`src/rtl/conv2d_engine.sv`:
```
// conv2d_engine: one-MAC-per-cycle 2D convolution reading pixels and weights from external memories.
// Define CONV2D_ENGINE_RELU_EN to clamp negative results to zero on the output port.
module conv2d_engine #(
    parameter int DATA_WIDTH    = 16,
    parameter int FRACTION_BITS = 8,
    parameter int IN_WIDTH      = 28,
    parameter int IN_HEIGHT     = 28,
    parameter int IN_CHANNEL    = 1,
    parameter int OUT_CHANNEL   = 4,
    parameter int KER_WIDTH     = 3,
    parameter int KER_HEIGHT    = 3,
    parameter int STRIDE        = 1,
    parameter int PAD           = 0,
    parameter int IN_ADR_WIDTH  = 16,
    parameter int OUT_ADR_WIDTH = 16,
    parameter int KER_ADR_WIDTH = 8
) (
    input  logic                     clk,
    input  logic                     rst,
    input  logic                     start,
    output logic                     busy,
    output logic                     done,
    output logic                     in_rd,
    output logic [IN_ADR_WIDTH-1:0]  in_adr,
    input  logic [DATA_WIDTH-1:0]    in_data,
    output logic                     ker_rd,
    output logic                     ker_wb,
    output logic [KER_ADR_WIDTH-1:0] ker_x,
    output logic [KER_ADR_WIDTH-1:0] ker_y,
    output logic [KER_ADR_WIDTH-1:0] ker_chIn,
    output logic [KER_ADR_WIDTH-1:0] ker_chOut,
    input  logic [DATA_WIDTH-1:0]    ker_data,
    output logic                     out_wr,
    output logic [OUT_ADR_WIDTH-1:0] out_adr,
    output logic [DATA_WIDTH-1:0]    out_data
);

    localparam int OUT_W = (IN_WIDTH + 2 * PAD - KER_WIDTH) / STRIDE + 1;
    localparam int OUT_H = (IN_HEIGHT + 2 * PAD - KER_HEIGHT) / STRIDE + 1;
    localparam int ACC_W = 2 * DATA_WIDTH;

    localparam logic [KER_ADR_WIDTH-1:0] KX_LAST = KER_ADR_WIDTH'(KER_WIDTH - 1);
    localparam logic [KER_ADR_WIDTH-1:0] KY_LAST = KER_ADR_WIDTH'(KER_HEIGHT - 1);
    localparam logic [KER_ADR_WIDTH-1:0] CI_LAST = KER_ADR_WIDTH'(IN_CHANNEL - 1);
    localparam logic [KER_ADR_WIDTH-1:0] CO_LAST = KER_ADR_WIDTH'(OUT_CHANNEL - 1);
    localparam logic [OUT_ADR_WIDTH-1:0] X_LAST  = OUT_ADR_WIDTH'(OUT_W - 1);
    localparam logic [OUT_ADR_WIDTH-1:0] Y_LAST  = OUT_ADR_WIDTH'(OUT_H - 1);

    localparam logic signed [ACC_W:0] SAT_MAX = {{(DATA_WIDTH + 2){1'b0}}, {(DATA_WIDTH - 1){1'b1}}};
    localparam logic signed [ACC_W:0] SAT_MIN = {{(DATA_WIDTH + 2){1'b1}}, {(DATA_WIDTH - 1){1'b0}}};

    typedef enum logic [2:0] {IDLE, ACC, BIAS, WRITE, DONE} stateT;

    stateT                    state, stateNxt;
    logic [KER_ADR_WIDTH-1:0] kx, ky, chIn, chOut;
    logic [KER_ADR_WIDTH-1:0] kxNxt, kyNxt, chInNxt, chOutNxt;
    logic [OUT_ADR_WIDTH-1:0] outX, outY, outXNxt, outYNxt;

    int                       tapY, tapX;
    logic                     tapInside;
    logic [IN_ADR_WIDTH-1:0]  tapAdr;
    logic [OUT_ADR_WIDTH-1:0] wrAdr;

    logic                     vld_p1;
    logic signed [ACC_W-1:0]  pixExt_p1, kerExt_p1, prodFull_p1, prodScaled_p1;
    logic signed [ACC_W-1:0]  acc;
    logic signed [ACC_W:0]    biasSum;

    function automatic logic signed [DATA_WIDTH-1:0] satWord(input logic signed [ACC_W:0] v);
        if (v > SAT_MAX) return SAT_MAX[DATA_WIDTH-1:0];
        if (v < SAT_MIN) return SAT_MIN[DATA_WIDTH-1:0];
        return v[DATA_WIDTH-1:0];
    endfunction

    function automatic logic [DATA_WIDTH-1:0] reluWord(input logic signed [DATA_WIDTH-1:0] v);
`ifdef CONV2D_ENGINE_RELU_EN
        return v[DATA_WIDTH-1] ? '0 : v;
`else
        return v;
`endif
    endfunction

    always_comb begin
        stateNxt = state;
        kxNxt    = kx;
        kyNxt    = ky;
        chInNxt  = chIn;
        chOutNxt = chOut;
        outXNxt  = outX;
        outYNxt  = outY;
        case (state)
            IDLE: begin
                if (start) begin
                    stateNxt = ACC;
                    kxNxt    = '0;
                    kyNxt    = '0;
                    chInNxt  = '0;
                    chOutNxt = '0;
                    outXNxt  = '0;
                    outYNxt  = '0;
                end
            end
            ACC: begin
                kxNxt = kx + 1'b1;
                if (kx == KX_LAST) begin
                    kxNxt = '0;
                    kyNxt = ky + 1'b1;
                    if (ky == KY_LAST) begin
                        kyNxt   = '0;
                        chInNxt = chIn + 1'b1;
                        if (chIn == CI_LAST) begin
                            chInNxt  = '0;
                            stateNxt = BIAS;
                        end
                    end
                end
            end
            BIAS: stateNxt = WRITE;
            WRITE: begin
                stateNxt = ACC;
                chOutNxt = chOut + 1'b1;
                if (chOut == CO_LAST) begin
                    chOutNxt = '0;
                    outXNxt  = outX + 1'b1;
                    if (outX == X_LAST) begin
                        outXNxt = '0;
                        outYNxt = outY + 1'b1;
                        if (outY == Y_LAST) begin
                            outYNxt  = '0;
                            stateNxt = DONE;
                        end
                    end
                end
            end
            DONE:    stateNxt = IDLE;
            default: stateNxt = IDLE;
        endcase
    end

    // Addresses are derived from the next-cycle coordinates so the strobes can be registered.
    always_comb begin
        tapY      = int'(outYNxt) * STRIDE + int'(kyNxt) - PAD;
        tapX      = int'(outXNxt) * STRIDE + int'(kxNxt) - PAD;
        tapInside = (tapY >= 0) && (tapY < IN_HEIGHT) && (tapX >= 0) && (tapX < IN_WIDTH);
        tapAdr    = IN_ADR_WIDTH'((tapY * IN_WIDTH + tapX) * IN_CHANNEL + int'(chInNxt));
        wrAdr     = OUT_ADR_WIDTH'((int'(outYNxt) * OUT_W + int'(outXNxt)) * OUT_CHANNEL + int'(chOutNxt));
    end

    always_ff @(posedge clk or posedge rst) begin
        if (rst) begin
            state     <= IDLE;
            kx        <= '0;
            ky        <= '0;
            chIn      <= '0;
            chOut     <= '0;
            outX      <= '0;
            outY      <= '0;
            busy      <= 1'b0;
            done      <= 1'b0;
            in_rd     <= 1'b0;
            in_adr    <= '0;
            ker_rd    <= 1'b0;
            ker_wb    <= 1'b0;
            ker_x     <= '0;
            ker_y     <= '0;
            ker_chIn  <= '0;
            ker_chOut <= '0;
            out_wr    <= 1'b0;
            out_adr   <= '0;
        end else begin
            state     <= stateNxt;
            kx        <= kxNxt;
            ky        <= kyNxt;
            chIn      <= chInNxt;
            chOut     <= chOutNxt;
            outX      <= outXNxt;
            outY      <= outYNxt;
            busy      <= (stateNxt != IDLE);
            done      <= (stateNxt == DONE);
            in_rd     <= (stateNxt == ACC) && tapInside;
            in_adr    <= ((stateNxt == ACC) && tapInside) ? tapAdr : '0;
            ker_rd    <= (stateNxt == ACC) || (stateNxt == BIAS);
            ker_wb    <= (stateNxt == ACC);
            ker_x     <= kxNxt;
            ker_y     <= kyNxt;
            ker_chIn  <= chInNxt;
            ker_chOut <= chOutNxt;
            out_wr    <= (stateNxt == WRITE);
            out_adr   <= wrAdr;
        end
    end

    // p1: memory data returns; padded taps never raised in_rd and so add nothing
    assign pixExt_p1     = {{DATA_WIDTH{in_data[DATA_WIDTH-1]}}, in_data};
    assign kerExt_p1     = {{DATA_WIDTH{ker_data[DATA_WIDTH-1]}}, ker_data};
    assign prodFull_p1   = pixExt_p1 * kerExt_p1;
    assign prodScaled_p1 = prodFull_p1 >>> FRACTION_BITS;

    always_ff @(posedge clk or posedge rst) begin
        if (rst) begin
            vld_p1 <= 1'b0;
            acc    <= '0;
        end else begin
            vld_p1 <= in_rd;
            if (state == WRITE) begin
                acc <= '0;
            end else if (vld_p1) begin
                acc <= acc + prodScaled_p1;
            end
        end
    end

    // Bias word arrives during WRITE; the result is combinational off the accumulator.
    assign biasSum  = {acc[ACC_W-1], acc} + {{(DATA_WIDTH + 1){ker_data[DATA_WIDTH-1]}}, ker_data};
    assign out_data = out_wr ? reluWord(satWord(biasSum)) : '0;

endmodule

```
`config.mk`:
```
export PLATFORM = sky130hd
export DESIGN_NAME = conv2d_engine
export DESIGN_NICKNAME = d
export VERILOG_FILES = /design/src/rtl/conv2d_engine.sv
export SDC_FILE = /design/constraint.sdc
export NUM_CORES = 1
export LEC_CHECK = 0
export CELL_PAD_IN_SITES_DETAIL_PLACEMENT = 1
export CELL_PAD_IN_SITES_GLOBAL_PLACEMENT = 2
export CORE_MARGIN = 5
export CORE_UTILIZATION = 39
export CTS_CLUSTER_DIAMETER = 30
export CTS_CLUSTER_SIZE = 40
export DETAILED_ROUTE_END_ITERATION = 7
export MAX_ROUTING_LAYER = met4
export PLACE_DENSITY_LB_ADDON = 0.1
export SYNTH_ARGS = -nofsm -noshare
export SYNTH_HDL_FRONTEND = slang
export SYNTH_SLANG_ARGS = --single-unit
```
`constraint.sdc`:
```
create_clock -name clk -period 9.5 [get_ports clk]
set_input_delay 1.9 -clock clk [delete_from_list [all_inputs] [get_ports clk]]
set_output_delay 1.9 -clock clk [all_outputs]
set_load 0.03 [all_outputs]
```
==> metrics.yaml <==
yosys:
  post_synth.cell_area_avg_sq_um: 8.68
  synth_largest_area_cell: "fa_1"
  synthCells: 2723
  syn_nets: 3303
  synth_cell_types: 82
  synth_area_leaders: "fa_1 (25%), dfrtp_1 (14%), ha_1 (13%)"
  synth-seq-area-share: 0.144
  yosysTopAreaCellShare: 0.250
  ys_async_sr_fraction: 1.00
  synth-edff-count: 0
  synth_flop_cell: "dfrtp_1"
  yosys_warnings: 0
  ys_seq_elements: 136
  netlist_area_sq_mm: 0.0236
clock_tree:
  cts_tree: "built"
  cts_buffer_depth: 2
  cts.clk_slew.worst_paths_ps: 70
  insertion_delay_ps: 470
  ctsHtreeMaxLevel: 4
  cts.sinks: 136
  ctsRootBufferMaster: "clkbuf_16"
  cts_buffers: 17
route:
  first_iter_violations: 871
  dr.pass1.iters: 5
  remaining_drc_errors: 0
  wl_per_cell_microns: 20.0
  via_per_inst: 5.40
  vias: 20800
  postRouteAntennaNets: 0
  wl_microns: 76900
finish:
  insertedDiodeCount: 0
  syn2layout_area_growth_pct: 21.3
  multiInputGateArea_sq_mm: 0.0188
  area.sequential_sq_mm: 0.00340
  nets: 3637
  postLayoutCoreUtil: 0.477
  final.fill_count: 7068
  layout-drive-gt1-share: 0.148
timing:
  hold_viol: 0
  period_minus_slack_ps: 9600
  rsz0062_at_grt: "true"
  worst_slew_pin_slew_ps: 919
  setup_slack_ps: -99.2
  setup-violations-final: 3
  holdWs_ps: 451
  fin_setup_tns_ps: -116
  finClkSkew_ps: 16.9
  finalMaxSlewViolations: 0
  slew_headroom: 0.387
  fin_crit_sh: 1.01
  max_freq_mhz: 104
worst_setup_path:
  worstReg2RegEnd: "in_adr[15]"
  critPathKind: "in -> reg"
  cp_common_cell: "fa_1"
  crit_fanout: 6
  crit_end: "acc[28]"
  required_ps: 9830
  end_kind: "flip-flop"
  crit_start: "in_data[9]"
  reg2reg_slack_ps: 1080
  cp-start-kind: "input port"
  rr_worst_depth: 32
  worstPathArrival_ps: 9930
  cp_slowest_cell: "fa_1"
  critical_path.max_stage_delay_ps: 560
run:
  drv_cap: 0
floorplan:
  chipHeight_microns: 256
  fp.dieW_microns: 256
  initial_core_util: 0.393
  ios: 121
  placementRows: 90
  die-area_sq_mm: 0.0656
  core-area_sq_mm: 0.0601
place:
  routabilityCongestion: 0.891
  dp_hpwl_microns: 64300
  portBuffers: 120
hold_path:
  hold_class: "reg -> reg"
run_status:
  status: "finished with violations"
  violations: "negative setup slack"
global_route:
  antenna_found_initial: 0
  grt_pass1_wl_microns: 125000
  grt_usage: 0.242
  grt_max_degree: 71
  first_global_vias: 23100
  overflow: 0
worst max-delay path, delay by kind of cell:
kind / cells / cell delay [ps]
buffers and inverters: 8 / 940
adders and majority gates: 8 / 3550
xor gates and xnor gates: 2 / 270
muxes: 1 / 130
and+or+nand+nor: 6 / 830
AOI/OAI and AO/OA: 11 / 2280
layer usage:
layer / GRT usage / vias up / routed length [microns]
met2: 0.440 / 226 / 40900
li1: - / 9798 / -
met4: 0.0612 / 0 / 1900
met5: - / - / 0
met1: 0.291 / 10700 / 32900
met3: 0.0177 / 78 / 1170
cell usage after synthesis, types with 26 or more instances:
library cell	number
inv_1	413
o21ai_0	137
nand4_1	36
xnor2_1	104
nand3_1	54
clkbuf_1	71
nor2_1	161
a21o_1	55
and2_1	139
a21oi_1	126
fa_1	295
dfrtp_1	136
nor4_1	26
xor2_1	51
nand2_1	243
nor3_1	44
ha_1	250
logic make-up (layout without fill, tap and decap cells):
family	after synthesis	count (layout)	share of synthesized area
compound gates	539	539	0.149
xor+xnor	155	155	0.0575
fa+ha+maj	545	545	0.382
buf+inv	493	840	0.0790
flops	136	136	0.144
mux	22	22	0.00937
simple gates	833	833	0.179
cells in the final DEF, fill, tap and decap left out, types with 24 or more instances in the layout:
cell             count
inv_1              396
xnor2_1            102
nand4_1             36
nand2_1            235
nor4_1              24
ha_1               241
nor2_1             154
nand3_1             53
nor3_1              41
o21a_1              25
clkdlybuf4s50_1     89
a21oi_1            119
xor2_1              51
buf_4              248
and2_1             132
o21ai_0            130
a21o_1              55
fa_1               283
dfrtp_1            136
state kept, by name (all words and copies together), names as in the netlist, 3 cells and up, named ones only:
| signal | count |
|---|---|
| in_adr | 16 |
| ky | 8 |
| outX | 16 |
| outY | 16 |
| out_adr | 14 |
| state | 3 |
| kx | 8 |
| chOut | 6 |
| chIn | 8 |
| acc | 32 |
layout make-up:
type,instances,share of cell area
inverter,414,0.0545
clock buffer,18,0.0153
tap,782,0.0341
sequential,136,0.119
multi-input combinational,2094,0.656
clock inverter,14,0.00659
timing repair buffer,394,0.115
metrics by stage:
step                cell area [sq um]  worst slack (ps)  instances
finish                          28700             -99.2       3852
global route                    28700              -450       3852
CTS                             28500             0.362       3842
detailed placement              27400             -1290       3795
global placement                27400             -1170       3795
floorplan                       23600              23.2       2723
how the worst min path moves through the flow:
stage / slack (ps) / cells after the start / endpoint / start
floorplan: 490 / 1 / outY[15] / outY[15]
global placement: 410 / 0 / vld_p1 / in_rd
detailed placement: 430 / 0 / vld_p1 / in_rd
CTS: 450 / 0 / vld_p1 / in_rd
global route: 450 / 0 / vld_p1 / in_rd
finish: 450 / 0 / vld_p1 / in_rd
repair_timing:
| action | CTS | global route |
|---|---|---|
| cloned | 4 | 0 |
| gates resized for setup | 135 | 84 |
| setup endpoints to repair | 17 | 17 |
| buffers inserted | 11 | 10 |
| hold buffers | 0 | 0 |
| pin swaps | 90 | 55 |
Power is not shown: default switching activity piles up to over one toggle a cycle in this logic, so the estimate is an artifact.
